<file path="src/rtl/seq_pkg.sv">
// rtl/seq_pkg.sv - seq_core shared opcodes, field positions and state type
//
// Purpose: constants shared by the sequencer decode and core.
// Optional feature macro: SEQ_ERROR_EN (the ERROR state is only used when defined).
package seq_pkg;

  typedef logic [3:0] opcode_t;

  localparam opcode_t OP_NO = 4'h0;
  localparam opcode_t OP_CI = 4'h1;
  localparam opcode_t OP_CR = 4'h2;
  localparam opcode_t OP_JI = 4'h3;
  localparam opcode_t OP_JR = 4'h4;
  localparam opcode_t OP_JZ = 4'h5;
  localparam opcode_t OP_JN = 4'h6;

  // Instruction field bit positions
  localparam int OP_MSB   = 19;
  localparam int OP_LSB   = 16;
  localparam int ADDR_MSB = 15;
  localparam int ADDR_LSB = 8;
  localparam int DST_MSB  = 14;
  localparam int DST_LSB  = 12;
  localparam int CMD_MSB  = 11;
  localparam int CMD_LSB  = 8;
  localparam int IMM_MSB  = 7;
  localparam int IMM_LSB  = 0;
  localparam int SEL_MSB  = 1;
  localparam int SEL_LSB  = 0;

  typedef enum logic {
    ST_RUN   = 1'b0,
    ST_ERROR = 1'b1
  } state_e;

  // Sequential fetch address; wraps 0xFF -> 0x00 by width.
  function automatic logic [7:0] pc_inc(input logic [7:0] pc);
    return pc + 8'd1;
  endfunction

endpackage

</file>
<file path="src/rtl/seq_if.sv">
// rtl/seq_if.sv - seq_core instruction / register bus interface
//
// Purpose: bundles the instruction input, input registers and output register
// bus of the sequencer.
// Signals: inst[19:0], inst_en, ireg_0..ireg_3[7:0] (to core);
//          next[7:0], oreg[11:0], oreg_wen[7:0], error (SEQ_ERROR_EN only) (from core).
// Modports: master (instruction source / register file side), slave (seq_core).
interface seq_if;

  logic [19:0] inst;
  logic        inst_en;
  logic [7:0]  ireg_0;
  logic [7:0]  ireg_1;
  logic [7:0]  ireg_2;
  logic [7:0]  ireg_3;
  logic [7:0]  next;
  logic [11:0] oreg;
  logic [7:0]  oreg_wen;
`ifdef SEQ_ERROR_EN
  logic        error;

  modport master (output inst, inst_en, ireg_0, ireg_1, ireg_2, ireg_3,
                  input  next, oreg, oreg_wen, error);
  modport slave  (input  inst, inst_en, ireg_0, ireg_1, ireg_2, ireg_3,
                  output next, oreg, oreg_wen, error);
`else
  modport master (output inst, inst_en, ireg_0, ireg_1, ireg_2, ireg_3,
                  input  next, oreg, oreg_wen);
  modport slave  (input  inst, inst_en, ireg_0, ireg_1, ireg_2, ireg_3,
                  output next, oreg, oreg_wen);
`endif

endinterface

</file>
<file path="src/rtl/seq_decode.sv">
// rtl/seq_decode.sv - seq_core combinational instruction decode
//
// Purpose: splits the instruction into fields, selects the addressed input
// register and flags whether the opcode is defined.
// Ports: inst_i[19:0], ireg_0_i..ireg_3_i[7:0] in;
//        op_o, dst_o, cmd_o, imm_o, addr_o, ireg_sel_o, op_valid_o out.
module seq_decode
  import seq_pkg::*;
(
  input  logic [19:0] inst_i,
  input  logic [7:0]  ireg_0_i,
  input  logic [7:0]  ireg_1_i,
  input  logic [7:0]  ireg_2_i,
  input  logic [7:0]  ireg_3_i,
  output opcode_t     op_o,
  output logic [2:0]  dst_o,
  output logic [3:0]  cmd_o,
  output logic [7:0]  imm_o,
  output logic [7:0]  addr_o,
  output logic [7:0]  ireg_sel_o,
  output logic        op_valid_o
);

  logic [1:0] sel;

  assign op_o   = inst_i[OP_MSB:OP_LSB];
  assign dst_o  = inst_i[DST_MSB:DST_LSB];
  assign cmd_o  = inst_i[CMD_MSB:CMD_LSB];
  assign imm_o  = inst_i[IMM_MSB:IMM_LSB];
  assign addr_o = inst_i[ADDR_MSB:ADDR_LSB];
  assign sel    = inst_i[SEL_MSB:SEL_LSB];

  always_comb begin
    ireg_sel_o = ireg_0_i;
    case (sel)
      2'd0:    ireg_sel_o = ireg_0_i;
      2'd1:    ireg_sel_o = ireg_1_i;
      2'd2:    ireg_sel_o = ireg_2_i;
      default: ireg_sel_o = ireg_3_i;
    endcase
  end

  // Opcodes are dense from 0, so anything above JN is undefined.
  assign op_valid_o = (op_o <= OP_JN);

endmodule

</file>
<file path="src/rtl/seq_core.sv">
// rtl/seq_core.sv - microcoded controller program sequencer
//
// Purpose: executes one 20-bit instruction per clock, updating the program
// counter (next) and writing output registers through oreg/oreg_wen.
// Ports: clock, reset (synchronous, active-low), bus (seq_if.slave).
// Optional feature macro: SEQ_ERROR_EN - adds the ERROR state and bus.error;
// when undefined, invalid opcodes behave as NO.
module seq_core
  import seq_pkg::*;
(
  input  logic clock,
  input  logic reset,
  seq_if.slave bus
);

  opcode_t    op;
  logic [2:0] dst;
  logic [3:0] cmd;
  logic [7:0] imm;
  logic [7:0] addr;
  logic [7:0] ireg_sel;
  logic       op_valid;

  seq_decode u_decode (
    .inst_i     (bus.inst),
    .ireg_0_i   (bus.ireg_0),
    .ireg_1_i   (bus.ireg_1),
    .ireg_2_i   (bus.ireg_2),
    .ireg_3_i   (bus.ireg_3),
    .op_o       (op),
    .dst_o      (dst),
    .cmd_o      (cmd),
    .imm_o      (imm),
    .addr_o     (addr),
    .ireg_sel_o (ireg_sel),
    .op_valid_o (op_valid)
  );

  logic [7:0]  next_q, next_d;
  logic [11:0] oreg_q, oreg_d;
  logic [7:0]  wen_q, wen_d;
  logic [7:0]  next_inc;
  logic        active;

`ifdef SEQ_ERROR_EN
  state_e state_q, state_d;
  assign active = bus.inst_en && (state_q == ST_RUN);
`else
  assign active = bus.inst_en;
`endif

  assign next_inc = pc_inc(next_q);

  always_comb begin
    next_d = next_q;
    oreg_d = oreg_q;
    wen_d  = '0;
`ifdef SEQ_ERROR_EN
    state_d = state_q;
`endif
    if (active) begin
      if (!op_valid) begin
`ifdef SEQ_ERROR_EN
        state_d = ST_ERROR;
`else
        next_d = next_inc;
`endif
      end else begin
        case (op)
          OP_CI: begin
            oreg_d = {cmd, imm};
            wen_d  = 8'd1 << dst;
            next_d = next_inc;
          end
          OP_CR: begin
            oreg_d = {cmd, ireg_sel};
            wen_d  = 8'd1 << dst;
            next_d = next_inc;
          end
          OP_JI:   next_d = addr;
          OP_JR:   next_d = ireg_sel;
          OP_JZ:   next_d = (ireg_sel == 8'd0) ? addr : next_inc;
          OP_JN:   next_d = (ireg_sel != 8'd0) ? addr : next_inc;
          default: next_d = next_inc;
        endcase
      end
    end
  end

  always_ff @(posedge clock) begin
    if (!reset) begin
      next_q  <= '0;
      oreg_q  <= '0;
      wen_q   <= '0;
`ifdef SEQ_ERROR_EN
      state_q <= ST_RUN;
`endif
    end else begin
      next_q  <= next_d;
      oreg_q  <= oreg_d;
      wen_q   <= wen_d;
`ifdef SEQ_ERROR_EN
      state_q <= state_d;
`endif
    end
  end

  assign bus.next     = next_q;
  assign bus.oreg     = oreg_q;
  assign bus.oreg_wen = wen_q;
`ifdef SEQ_ERROR_EN
  assign bus.error    = (state_q == ST_ERROR);
`endif

endmodule

</file>
<file path="src/flat_wrapper.sv">
// flat-port wrapper written by rule: the top's interface ports become plain ports
module seq_core_flat import seq_pkg::*;
  (clock, reset, bus_inst, bus_inst_en, bus_ireg_0, bus_ireg_1, bus_ireg_2, bus_ireg_3, bus_next, bus_oreg, bus_oreg_wen);
  seq_if bus_i ();
  input  logic clock;
  input  logic reset;
  input wire logic [$bits(bus_i.inst)-1:0] bus_inst;
  input wire logic [$bits(bus_i.inst_en)-1:0] bus_inst_en;
  input wire logic [$bits(bus_i.ireg_0)-1:0] bus_ireg_0;
  input wire logic [$bits(bus_i.ireg_1)-1:0] bus_ireg_1;
  input wire logic [$bits(bus_i.ireg_2)-1:0] bus_ireg_2;
  input wire logic [$bits(bus_i.ireg_3)-1:0] bus_ireg_3;
  output wire logic [$bits(bus_i.next)-1:0] bus_next;
  output wire logic [$bits(bus_i.oreg)-1:0] bus_oreg;
  output wire logic [$bits(bus_i.oreg_wen)-1:0] bus_oreg_wen;
  assign bus_i.inst = bus_inst;
  assign bus_i.inst_en = bus_inst_en;
  assign bus_i.ireg_0 = bus_ireg_0;
  assign bus_i.ireg_1 = bus_ireg_1;
  assign bus_i.ireg_2 = bus_ireg_2;
  assign bus_i.ireg_3 = bus_ireg_3;
  assign bus_next = bus_i.next;
  assign bus_oreg = bus_i.oreg;
  assign bus_oreg_wen = bus_i.oreg_wen;
  seq_core u_core (.clock(clock), .reset(reset), .bus(bus_i));
endmodule
</file>
<file path="config.mk">
export PLATFORM = sky130hd
export DESIGN_NAME = seq_core_flat
export DESIGN_NICKNAME = d
export VERILOG_FILES = /design/src/rtl/seq_pkg.sv /design/src/rtl/seq_if.sv /design/src/rtl/seq_decode.sv /design/src/rtl/seq_core.sv /design/src/flat_wrapper.sv
export SDC_FILE = /design/constraint.sdc
export NUM_CORES = 1
export LEC_CHECK = 0
export BUFFER_PORTS_ARGS = -buffer_cell sky130_fd_sc_hd__buf_2
export CAP_MARGIN = 20
export CORE_MARGIN = 5
export CORE_UTILIZATION = 30
export DETAILED_ROUTE_END_ITERATION = 10
export PLACE_DENSITY_LB_ADDON = 0.25
export SLEW_MARGIN = 20
export SYNTH_ARGS = -nofsm -noshare
export SYNTH_HDL_FRONTEND = slang
export SYNTH_SLANG_ARGS = --single-unit
</file>
<file path="constraint.sdc">
create_clock -name clock -period 3 [get_ports clock]
set_input_delay 0.3 -clock clock [delete_from_list [all_inputs] [get_ports clock]]
set_output_delay 0.3 -clock clock [all_outputs]
set_load 0.005 [all_outputs]
</file>
After elaboration in Yosys (flattened, before gate mapping)
Cells that the tools add are included.
- register bits after elaboration: 28
- bits of input ports: 55
- output and inout bits: 28
- word-level logic and storage cells: 27
- $add $sub $neg: 1
- magnitude comparators: 1
- equality and inequality tests: 8
- shift operators: 1
- mux-type cells: 6
- reductions and logical operators: 7
- operators by type and width (cell ; count):
    case mux 8 bit (4 select lines) ; 1
    two-way mux 8 bit ; 3
    case mux 12 bit (2 select lines) ; 1
    case mux 8 bit (3 select lines) ; 1
    == test 4 x 3 -> 1 bit, second input constant ; 3
    adder 8 x 1 -> 8 bit, second input constant ; 1
    == test 4 x 2 -> 1 bit, second input constant ; 2
    zero test 8 bit ; 1
    nonzero test 8 bit ; 1
    left shift 1 x 3 -> 8 bit, first input constant ; 1
    == test 4 x 1 -> 1 bit, second input constant ; 1
    <= comparator 4 x 3 -> 1 bit, second input constant ; 1
    AND reduction 4 bit ; 1
    AND reduction 3 bit ; 1
    == test 2 x 1 -> 1 bit, second input constant ; 1
    == test 2 bit, second input constant ; 1
    zero test 2 bit ; 1
    nonzero test 2 bit ; 1
    OR reduction 2 bit ; 1

Logic depth before layout (Yosys ltp)
- word-level depth: 6
- depth in mapped cells: 7
- depth with buffers taken out: 7

By module
Synthesis repeated with hierarchy kept, for this count alone.
- cell total of the unflattened synthesis: 199
- area, all modules: 1936.9 um2
- modules (own cells, without submodules) (module ; times used ; cells each ; area each (um2) ; sequential area each (um2)):
    seq_core ; 1 ; 161 ; 1531.5 ; 560.5
    seq_decode ; 1 ; 38 ; 405.4 ; 0.0

Worst setup path after synthesis
Ideal clock, no wire load.
- kind: in2reg
- start point: input bus_inst[0]
- end point: register u_core.next_q[4] (netlist: u_core.bus.next[4])
- library setup time: 0.115 ns
- data arrival time: 2.065 ns
- data required time: 2.885 ns
- setup slack: 0.820 ns
- stages: 7
- path buffers: 1
- cell sequence: buf_6 > mux4_2 > nor4_4 > nand2_2 > mux2i_4 > o221ai_1 > a31o_1
- longest elaborated chain between the ends: 6
- elaborated cells between the ends (all ways): 10
- those cells by class: 2 x eq/ne; 5 x mux; 3 x reduce/logical
- RTL lines (what ; RTL line ; RTL):
    from (decl) ; flat_wrapper.sv:7 ; input wire logic [$bits(bus_i.inst)-1:0] bus_inst;
    == test 2 bit, or another cell as far along ; seq_decode.sv:35 ; case (sel)
    case mux 8 bit (3 select lines) (*) ; seq_decode.sv:35 ;
    nonzero test 8 bit or zero test 8 bit (tied branches) ; seq_core.sv:83, seq_core.sv:82 ;
    two-way mux 8 bit, on equally long branches ; seq_core.sv:83, seq_core.sv:82 ;
    case mux 8 bit (4 select lines) (*) ; seq_core.sv:69 ; case (op)
    two-way mux 8 bit (*) ; seq_core.sv:62 ; if (!op_valid) begin
    to (signal assigned) ; seq_core.sv:99 ; next_q <= next_d;
    to (decl) ; seq_core.sv:39 ; logic [7:0] next_q, next_d;
Every way passes the cells marked *; elsewhere a longest branch is shown, timed or not.
A chain may end at the register's enable or synchronous reset.

Worst setup path after layout
Same ends and word-level chain as after synthesis.

==> impl_metrics.csv <==
group,metric,value,unit
synthesis,yosys.area_share.simple,24.2,%
grt,busiest_layer,"met2",
grt,grtUsageMet2,25.2,%
timing,relSlewSlack,65.4,%
timing,finalHoldViolCount,0,
critical_path,cp.required,3.18,ns
synthesis,synth_nets,276,
timing,worst_slack,0.805,ns
timing,fmax,0.456,GHz
clocking,cts_resized,0,
synthesis,synth-edff-count,0,
synthesis,synth_cells,220,
layout,drive_gt1_share,35.0,%
synthesis,synth_top_family_by_area,"compound AO/OA/AOI/OAI gates",
place,pre_cts_ws,0.487,ns
place,dp_hpwl,4750,um
power_and_ir_drop,power_density,380,mW/mm2
grt,grt_use_met1,20.3,%
timing,rsz0062_at_grt,"no",
clocking,cts_tree,"yes",
critical_path,worst_setup_path_start_kind,"input port",
run,max-cap-violations,0,
synthesis,synth-main-ff-cell,"dfxtp_1",
die,dieArea,0.00788,mm2
timing,period_share,73.2,%
synthesis,synthDistinctLibCells,46,
synthesis,async_flop_share,0,%
synthesis,synth_compound_area_share,26.2,%
place,place_congestion,0.873,
synthesis,yosys.area.top_type_share,30.1,%
die,chipWidth,88.8,um
synthesis,synth.most_common_cell,"nand2_1",
clocking,clk_latency,0.28,ns
critical_path,slowest_stage,"mux4_2",
detailed_routing,drc,0,
place,numPortBuffers,82,
die,ioPinCount,83,
critical_path,path_buf_inv,1,
synthesis,yosys_warnings,0,
critical_path,worstSetupPathType,"input port to register",
power_and_ir_drop,ir_worst_vdd,0.000198,V
grt,grt_usage,15.7,%
layout,fin_nets,351,
clocking,cts_num_sinks,28,
detailed_routing,wl_per_cell,15.9,um
hold_path,hold_path.class,"input port to register",
grt,grt_pass1_vias,1953,
synthesis,synth_area_per_cell,8.46,um2
detailed_routing,dr.pass1.iters,4,
timing,tightestPinTransition,0.517,ns
timing,finalClockSkew,0.00571,ns
grt,grt_overflow_total,0,
detailed_routing,drtIter0Drc,110,
layout,fillerInstances,642,
synthesis,synth_area,0.00186,mm2
synthesis,synthTopCellsByCount,"nand2_1 (39), dfxtp_1 (28), nor2_1 (15)",
grt,antenna_found_initial,0,
layout,areaGrowthSynthToFinish,28.3,%
clocking,clockRootBuffer,"clkbuf_8",
layout,seq_area,561,um2
layout,fin_util,39.8,%
die,rows,28,
critical_path,cp_top_family,"multiplexers",
die,start_util,31.1,%
critical_path,critPathMaxFanout,9,
grt,grt_first_pass_wirelength,9650,um
timing,period_minus_slack,2.19,ns
critical_path,crit_arrival,2.38,ns
synthesis,synth-seq-cells,28,
critical_path,crit_chain,"buf_2 -> mux4_2 -> nor4_4 -> nand2_2 -> mux2i_4 -> o221ai_1 -> a31o_1",
status,outcome,"finished clean",
synthesis,synthTopCellsByArea,"dfxtp_1 (30%), mux4_2 (9.7%), nand2_1 (7.9%), a21boi_1 (5.2%), o221ai_1 (4.2%)",
power_and_ir_drop,p_leak,1.02,nW
clocking,h-tree-depth,1,
timing,slew_violations,0,
clocking,ctsHoldBuffers,0,
synthesis,synthXorXnorAreaFrac,3.30,%
clocking,clk_pin_slew,0.10,ns
die,core,0.00599,mm2
synthesis,synth.mux.area_fraction,11.4,%
critical_path,crit_path_end_kind,"register",
die,die_y,88.8,um
detailed_routing,num_vias,1927,
layout,antenna_cells_inserted,0,
timing,setup_viol,0,
detailed_routing,ant_nets,0,
clocking,cts_inserted_buffers,3,
critical_path,slowest_delay,0.61,ns
timing,setup_tns,0,ns
clocking,cts_setup_buffers,0,
clocking,cts_buffer_depth,2,
grt,use_met3,4.47,%
synthesis,netlist.top_cell.by_area,"dfxtp_1",
synthesis,seq_area_frac_synth,30.1,%
layout,multi_input_area,0.00122,mm2
detailed_routing,wl,5870,um
synthesis,synth_adder_area_share,0.672,%
grt,grt_max_degree,27,
detailed_routing,viasPerCell,5.22,
[worst reg2reg max path, cell delays in order, from the launching register on]
cell     delay, ns
dfxtp_1       0.43
ha_1          0.29
nand3_1       0.14
nor2_1        0.16
xnor2_1       0.11
o211a_1       0.23
o21a_2        0.11
o22ai_1       0.14
[power by group]
group | leakage, nW | internal (mW) | total (mW) | switching [mW]
Combinational | 0.761 | 0.0967 | 0.205 | 0.108
Sequential | 0.228 | 0.384 | 0.399 | 0.0146
Clock | 0.0357 | 0.179 | 0.304 | 0.125
[metrics by stage]
step	area (um2)	hold slack (ns)	cells	power (mW)
floorplan	1860	0.377	220	0.532
global placement	2320	0.439	365	0.613
detailed placement	2320	0.443	365	0.614
CTS	2390	0.255	369	0.913
global route	2390	0.256	369	0.960
finish	2390	0.260	369	0.908
[routing by layer]
layer	up-vias	part of all wire [%]	wire [um]
li1	947	-	-
met1	892	42	2440
met2	82	47	2730
met3	6	10	607
met4	0	1.4	82
met5	-	0	0
[flip-flops by register name, summed over array words and instances (netlist names)]
name	flops
u_core.bus.oreg_wen	8
u_core.bus.next	8
u_core.bus.oreg	12
[kinds of logic after synthesis]
kind of cell	count (synthesis)
AOI/OAI and AO/OA	67
xor gates and xnor gates	7
adders and majority gates	1
buffers and inverters	18
DFF	28
muxes	10
and+or+nand+nor	89
[final cells by class]
cell class,instances,share of cell area (%)
Clock buffer,3,1.73
Clock inverter,1,1.26
Inverter,5,0.786
Multi-Input combinational cell,174,51.3
Sequential cell,28,23.5
Tap cell,75,3.93
Timing Repair Buffer,83,17.5
[worst paths after layout]
kind                                        start  cells past startpoint  slack [ns]                                 to
setup reg to reg  u_core.bus.next[0]$_SDFFE_PN0P_                      7        1.34    u_core.bus.next[6]$_SDFFE_PN0P_
hold reg to reg   u_core.bus.oreg[3]$_SDFFE_PN0P_                      2        0.45    u_core.bus.oreg[3]$_SDFFE_PN0P_
setup / recovery                      bus_inst[0]                      7        0.81    u_core.bus.next[4]$_SDFFE_PN0P_
hold / removal                       bus_inst[13]                      2        0.26  u_core.bus.oreg_wen[0]$_SDFF_PP0_
[cell usage in the layout (no fill, tap or decap), types with 2 or more instances in the layout]
cell type and n:
buf_2 82, nand2_1 39, dfxtp_1 28, nor2_1 15
a21boi_1 13, o21ai_0 10, o221ai_1 9, mux4_2 8
nand2b_1 7, a21oi_1 6, nand3_1 5, inv_1 5
xor2_1 5, nor2b_1 5, nor3_1 4, nand3b_1 3
o21a_2 3, o211ai_1 3, o22ai_1 3, clkbuf_8 3
and3_1 2, nor4_4 2, xnor2_1 2, and3b_1 2
o21ai_1 2, o211a_1 2, and2_1 2, a31o_1 2
o21bai_1 2, a21o_1 2
Power figures use the tool's default switching activity.
